### src/rtl/fetch_unit.sv
// Instruction-fetch stage: next-PC selection, credit-limited instruction
// memory requests, and a small response FIFO presented to decode.
module fetch_unit #(
  parameter int unsigned IMEM_BYTES = 64,
  parameter int unsigned DEPTH      = 2
) (
  input  logic        clk,
  input  logic        reset,
  input  logic [15:0] pc_out,
  output logic [15:0] pc_in,
  output logic [15:0] imem_addr,
  input  logic [15:0] imem_rdata,
  input  logic        redirect_valid,
  input  logic [15:0] redirect_target,
  input  logic        id_ready,
  output logic        id_valid,
  output logic [15:0] id_instr,
  output logic [15:0] id_pc
);

  localparam int unsigned PC_W   = 16;
  localparam int unsigned ENT_W  = 2 * PC_W;
  localparam int unsigned PTR_W  = $clog2(DEPTH);
  localparam int unsigned CNT_W  = $clog2(DEPTH + 1);
  localparam int unsigned OCC_W  = CNT_W + 1;
  localparam logic [PC_W-1:0] PC_MASK    = PC_W'(IMEM_BYTES - 1);
  localparam logic [PC_W-1:0] ALIGN_MASK = PC_MASK & 16'hFFFE;

  logic [CNT_W-1:0] count_q, count_d;
  logic [PTR_W-1:0] rd_ptr_q, rd_ptr_d;
  logic [PTR_W-1:0] wr_ptr_q, wr_ptr_d;
  logic             req_valid_q;
  logic [PC_W-1:0]  req_pc_q;
  logic [PC_W-1:0]  head_pc_q, head_pc_d;
  logic [PC_W-1:0]  head_instr_q, head_instr_d;
  logic [ENT_W-1:0] mem_q [DEPTH];

  logic             pop;
  logic             push;
  logic             issue;
  logic [OCC_W-1:0] occ;
  logic [CNT_W-1:0] cnt_after_pop;
  logic [ENT_W-1:0] resp;
  logic [ENT_W-1:0] next_head;

  assign imem_addr = pc_out;
  assign id_valid  = (count_q != '0);
  assign id_pc     = head_pc_q;
  assign id_instr  = head_instr_q;

  // Handshake, credit check and FIFO bookkeeping for this cycle.
  always_comb begin
    pop           = id_valid & id_ready;
    push          = req_valid_q & ~redirect_valid;
    resp          = {req_pc_q, imem_rdata};
    occ           = OCC_W'(count_q) + OCC_W'(req_valid_q) - OCC_W'(pop);
    issue         = ~redirect_valid & (occ < OCC_W'(DEPTH));
    cnt_after_pop = count_q - CNT_W'(pop);
    rd_ptr_d      = rd_ptr_q + PTR_W'(pop);
    wr_ptr_d      = wr_ptr_q + PTR_W'(push);
    count_d       = count_q + CNT_W'(push) - CNT_W'(pop);
    next_head     = mem_q[rd_ptr_d];
    head_pc_d     = head_pc_q;
    head_instr_d  = head_instr_q;
    if (redirect_valid) begin
      // Flush wins over any push/pop; head registers keep their last values.
      count_d  = '0;
      rd_ptr_d = '0;
      wr_ptr_d = '0;
    end else if (cnt_after_pop != '0) begin
      head_pc_d    = next_head[ENT_W-1:PC_W];
      head_instr_d = next_head[PC_W-1:0];
    end else if (push) begin
      // Empty FIFO: the arriving response becomes the head directly.
      head_pc_d    = req_pc_q;
      head_instr_d = imem_rdata;
    end
  end

  // Next-PC select: redirect, then sequential advance, else hold.
  always_comb begin
    pc_in = pc_out;
    if (redirect_valid) begin
      pc_in = redirect_target & ALIGN_MASK;
    end else if (issue) begin
      pc_in = (pc_out + 16'd2) & PC_MASK;
    end
  end

  // Control state, request tracking and head registers.
  always_ff @(posedge clk or posedge reset) begin
    if (reset) begin
      count_q      <= '0;
      rd_ptr_q     <= '0;
      wr_ptr_q     <= '0;
      req_valid_q  <= 1'b0;
      req_pc_q     <= '0;
      head_pc_q    <= '0;
      head_instr_q <= '0;
    end else begin
      count_q      <= count_d;
      rd_ptr_q     <= rd_ptr_d;
      wr_ptr_q     <= wr_ptr_d;
      req_valid_q  <= issue;
      req_pc_q     <= pc_out;
      head_pc_q    <= head_pc_d;
      head_instr_q <= head_instr_d;
    end
  end

  // FIFO storage; contents are only meaningful below count_q.
  always_ff @(posedge clk) begin
    if (push) begin
      mem_q[wr_ptr_q] <= resp;
    end
  end

endmodule

### config.mk
export PLATFORM = sky130hd
export DESIGN_NAME = fetch_unit
export DESIGN_NICKNAME = d
export VERILOG_FILES = /design/src/rtl/fetch_unit.sv
export SDC_FILE = /design/constraint.sdc
export NUM_CORES = 1
export LEC_CHECK = 0
export CORE_MARGIN = 10
export CORE_UTILIZATION = 31
export CTS_CLUSTER_SIZE = 30
export DETAILED_ROUTE_END_ITERATION = 10
export MAX_ROUTING_LAYER = met4
export PLACE_DENSITY = 0.6
export SYNTH_ARGS = -nofsm -noshare
export SYNTH_HDL_FRONTEND = slang
export SYNTH_SLANG_ARGS = --single-unit
### constraint.sdc
create_clock -name clk -period 2.7 [get_ports clk]
set_input_delay 0.54 -clock clk [delete_from_list [all_inputs] [get_ports clk]]
set_output_delay 0.54 -clock clk [all_outputs]
set_load 0.03 [all_outputs]
Word-level counts from Yosys, hierarchy flattened
Memory sizes are Yosys's and may differ from the RTL's.
Index checks and enable logic that the tools add are counted.
{ "op_classes": {"muxes": 11, "n_reduce_logical": 4, "bitwise": 4, "addsub": 8, "order_cmp": 1} }
{ "op_table": {"columns": ["op", "count"], "rows": [
  ["two-way mux 16 bit", 6],
  ["adder 6 x 2 -> 6 bit, second input constant", 1],
  ["nonzero test 2 bit", 3],
  ["two-way mux 1 bit", 4],
  ["subtractor 2 x 1 -> 2 bit", 2],
  ["adder 2 x 1 -> 3 bit", 1],
  ["AND 1 bit", 3],
  ["less-than comparator 3 x 2 -> 1 bit, second input constant", 1],
  ["subtractor 3 x 1 -> 3 bit", 1],
  ["adder 1 bit", 2],
  ["adder 2 x 1 -> 2 bit", 1],
  ["two-way mux 2 bit", 1],
  ["AND reduction 2 bit", 1],
  ["NOT 1 bit", 1]
]} }
{ "totals": {"word_cells": 36, "input_bits": 52, "ff_bits": 53, "mem_count": 1, "mem_bits_rw": 64, "output_inout_bits": 65} }
{ "memory_table": {"columns": ["memory", "depth", "word_bits", "rd", "rd_clocked_by_memory_dff", "wr", "line", "text"], "rows": [
  ["mem_q", 2, 32, 1, 0, 1, "36", "logic [ENT_W-1:0] mem_q [DEPTH];"]
]} }

Depth between registers and ports, before layout
{ "depth": {"word_depth": 7, "ltp_mapped": 8} }

Least setup slack after synthesis
Ideal clock, no wire load.
{ "synth_timing": {"path_kind": "register -> output", "start": "reg count_q[1]", "end": "out pc_in[1]", "path_stages_with_launch": 9, "path_slack_ns": -0.340, "required_ns": 2.160, "arrival_time_ns": 2.500, "path_cell_list": "dfrtp_1 -> or2_1 -> nand2_1 -> nor2_1 -> fa_1 -> xnor2_2 -> nand2_1 -> xor2_1 -> o21ai_1"} }
{ "synth_between": {"elab_chain_len": 7} }
{ "synth_lines": {"columns": ["item", "line", "text"], "rows": [
  ["from (decl)", "29", "logic [CNT_W-1:0] count_q, count_d;"],
  ["from (signal assigned)", "101", "count_q <= count_d;"],
  ["nonzero test 2 bit", "47", "assign id_valid = (count_q != '0);"],
  ["named net id_valid", "16", "output logic id_valid,"],
  ["AND 1 bit", "53", "pop = id_valid & id_ready;"],
  ["subtractor 3 x 1 -> 3 bit", "56", "occ = OCC_W'(count_q) + OCC_W'(req_valid_q) - OCC_W'(pop);"],
  ["less-than comparator 3 x 2 -> 1 bit", "57", "issue = ~redirect_valid & (occ < OCC_W'(DEPTH));"],
  ["AND 1 bit", "57", null],
  ["two-way mux 16 bit", "85", "end else if (issue) begin"],
  ["two-way mux 16 bit", "83", "if (redirect_valid) begin"],
  ["to (decl)", "10", "output logic [15:0] pc_in,"]
]} }
The timed path passes the listed nets, and every way through them passes these cells.

Final worst setup path
{ "layout_timing": {"start": "reg count_q[1]", "end": "out pc_in[6]"} }
{ "layout_between": {"elab_chain_len": 7} }
{ "layout_lines": {"columns": ["item", "line"], "rows": [
  ["branches (longest 2 deep; another with adder 2 x 1 -> 3 bit)", null],
  ["subtractor 3 x 1 -> 3 bit (*)", "56"],
  ["less-than comparator 3 x 2 -> 1 bit (*)", "57"],
  ["AND 1 bit (*)", "57"],
  ["two-way mux 16 bit (*)", "85"],
  ["two-way mux 16 bit (*)", "83"]
]} }
Every way passes the cells marked *.

==> run_results.csv <==
group,metric,value,unit
status,status,"complete, but fails checks",
status,violations,"negative setup slack",
global_route,first_global_vias,3725,
clocking,cts_tree,"done",
sta,worst_pin_slew,1030,ps
worst_setup_path,endpoint_kind,"primary output",
placed_design,portBuffers,105,
worst_setup_path,r2r_cells,18,
die,core.rowCount,44,
die,dieWidth,143,um
global_route,grt_pass1_wl,20.4,mm
worst_setup_path,timing.rr.end,"count_q[1]$_DFF_PP0_",
min_path,hold_start,"req_pc_q[14]$_DFF_PP0_",
die,start_util,0.320,
logic_synthesis,yosysUniqueCellTypes,36,
sta,fin_setup_tns,-4200,ps
layout,n_antenna_cell,0,
route,route.detailed.drc,0,
min_path,hp-class,"register to register",
sta,rsz0062_at_grt,"true",
layout,mostFrequentLayoutCells,"88 x clkdlybuf4s50_1, 64 x edfxtp_1, 52 x dfrtp_1",
clocking,cts_made_buffers,17,
sta,slew_violations,0,
route,wl_per_cell,18.8,um
worst_setup_path,cp_max_fo,5,
global_route,antenna_found_initial,0,
logic_synthesis,synth_nets,400,
logic_synthesis,yosysWarnings,0,
power,p_per_area,1200,nW/um^2
logic_synthesis,ys_seq_area_frac,0.690,
sta,skew,8.05,ps
logic_synthesis,syn_inst,343,
clocking,cts_sinks,117,
die,dieArea,20500,um^2
min_path,hold_path_end,"mem_q[1][30]$_DFFE_PP_",
min_path,min_path_cells,0,
sta,finalSetupViolCount,15,
layout,layout-drive-gt1-share,0.303,
global_route,grt_usage,0.133,
placed_design,place_congestion,0.742,
route,num_vias,3261,
die,pin_count,117,
layout,fill_cells,1261,
worst_setup_path,critPathKind,"register to primary output",
run,drv_cap,0,
die,die_h,143,um
route,vias_per_cell,4.82,
sta,maxSlewHeadroom,0.312,
clocking,clk_pin_slew_worst_paths,60,ps
clocking,clockBufferDepth,2,
die,core_area,14700,um^2
layout,area_growth_syn_to_layout,47.7,%
sta,hold_viol,0,
logic_synthesis,ys_async_sr_fraction,0.453,
global_route,grt-ovfl-total,0,
worst_setup_path,worstReg2RegStart,"count_q[1]$_DFF_PP0_",
worst_setup_path,crit_required,2160,ps
clocking,root_buffer,"clkbuf_16",
power,power_leakage,2.69,nW
clocking,htreeDepth,4,
placed_design,hpwl,8.00,mm
route,first_iter_violations,224,
route,final_antenna_net_count,0,
route,wirelength,12.7,mm
clocking,clock_latency,410,ps
layout,final_common_cell,"clkdlybuf4s50_1",
sta,max_freq,331,MHz
sta,finalCriticalPeriod,3020,ps
clocking,cts_hold_buf,0,
logic_synthesis,synth-seq-cells,117,
worst_setup_path,start_kind,"register",
logic_synthesis,synth_edf_count,64,
layout,fin_nets,536,
global_route,grt_max_degree,34,
logic_synthesis,syn_area,4710,um^2
sta,period_share,1.12,
sta,finalWorstSetupSlack,-322,ps
worst_setup_path,arrival,2480,ps
worst_setup_path,regToRegSetupSlack,40,ps
power,finalPower,8.37,mW
logic_synthesis,syn_avg_cell_area,13.7,um^2
route,dr.pass1.iters,4,
logic_synthesis,ys.flop_type,"edfxtp_1",
power,ir_drop,746,uV
==> where the power goes <==
part           leakage (nW)  switching, mW  internal (mW)
Combinational          1.19           1.88           1.54
Clock                 0.314          0.760           1.67
Sequential             1.19          0.218           2.30
==> flip-flops by register name, indices dropped and copies added, names as in the netlist <==
| signal | cells |
|---|---|
| count_q | 2 |
| mem_q | 64 |
| req_valid_q | 1 |
| id_instr | 16 |
| id_pc | 16 |
| rd_ptr_q | 1 |
| wr_ptr_q | 1 |
| req_pc_q | 16 |
==> worst max-delay path by stage <==
stage	to	depth (start not counted)	start	slack, ps
6_report	pc_in[6]	10	count_q[1]$_DFF_PP0_	-320
3_3_place_gp	pc_in[5]	9	id_ready	-780
5_1_grt	pc_in[12]	10	count_q[1]$_DFF_PP0_	-400
4_1_cts	pc_in[12]	10	count_q[0]$_DFF_PP0_	-350
3_5_place_dp	pc_in[5]	10	id_ready	-760
2_1_floorplan	pc_in[1]	8	count_q[1]$_DFF_PP0_	30
==> cell families (layout without fill, tap and decap cells) <==
logic type                 Yosys count  in the layout  share of synthesized area
muxes                                3              3                    0.00691
xor gates and xnor gates            11             11                     0.0252
DFF                                117            117                      0.690
buffers and inverters               37            186                     0.0563
AOI/OAI and AO/OA                   71             71                      0.102
adders and majority gates            5              5                     0.0149
and+or+nand+nor                     99             99                      0.105
==> worst max-delay path: stages, from the launching register on <==
cell,delay (ps)
dfrtp_2,400
or2_4,250
nand2_4,60
nor2_2,40
fa_2,350
xnor2_2,170
buf_6,140
a21oi_4,200
clkbuf_16,190
and2_4,140
buf_6,120
==> layout make-up <==
cell class	count	area (um^2)	share of cell area
well taps	184	230	0.0331
inverters	3	11.3	0.00162
clock buffers	21	460	0.0662
multi-input cells	189	1310	0.189
flip-flops and latches	117	3250	0.467
repair buffers	151	1510	0.217
clock inverters	11	180	0.0259
==> what timing repair did <==
| item | CTS | global route |
|---|---|---|
| endpoints found under the hold margin | 0 | 0 |
| resized for setup | 40 | 14 |
| setup buffers | 15 | 3 |
| setup endpoints to repair | 15 | 18 |
| pin swaps | 10 | 4 |
| gates cloned | 1 | 0 |
==> per-stage QoR <==
| stage | cell area (um^2) | hold slack, ps | util | setup slack, ps | cells |
|---|---|---|---|---|---|
| after CTS | 6920 | 475 | 0.470 | -352 | 677 |
| final | 6960 | 470 | 0.473 | -322 | 676 |
| after global placement | 6050 | 457 | 0.412 | -776 | 629 |
| after global routing | 6960 | 491 | 0.473 | -401 | 676 |
| after floorplan | 4740 | 443 | - | 26.5 | 343 |
| after detailed placement | 6050 | 464 | 0.412 | -764 | 629 |
==> per-layer routing <==
layer	GRT usage	wire, um	vias up
met5	-	0	-
met4	0.0451	161	0
li1	-	-	1504
met2	0.220	6460	106
met1	0.152	5310	1637
met3	0.0395	743	14
==> Yosys cell counts, types with 2 or more instances <==
master    count  area share
edfxtp_1     64        0.41
buf_2         6      0.0064
xnor2_2       2      0.0069
ha_1          4       0.011
nand3_1       3      0.0032
o21ai_1       3      0.0032
a21oi_4       2      0.0069
nor2b_1       2      0.0027
buf_6         3      0.0072
xnor2_1       3      0.0056
inv_1         3      0.0024
a31oi_1      32       0.043
and2_1       10       0.013
nand2_2      20       0.027
nand2_1      50       0.040
o22ai_1      29       0.039
buf_4        23       0.037
dfrtp_1      53        0.28
and3_1        2      0.0027
nor2_1        6      0.0048
xor2_1        5      0.0093
o22ai_2       3      0.0080
mux2_2        2      0.0048
Power figures use the tool's default switching activity.
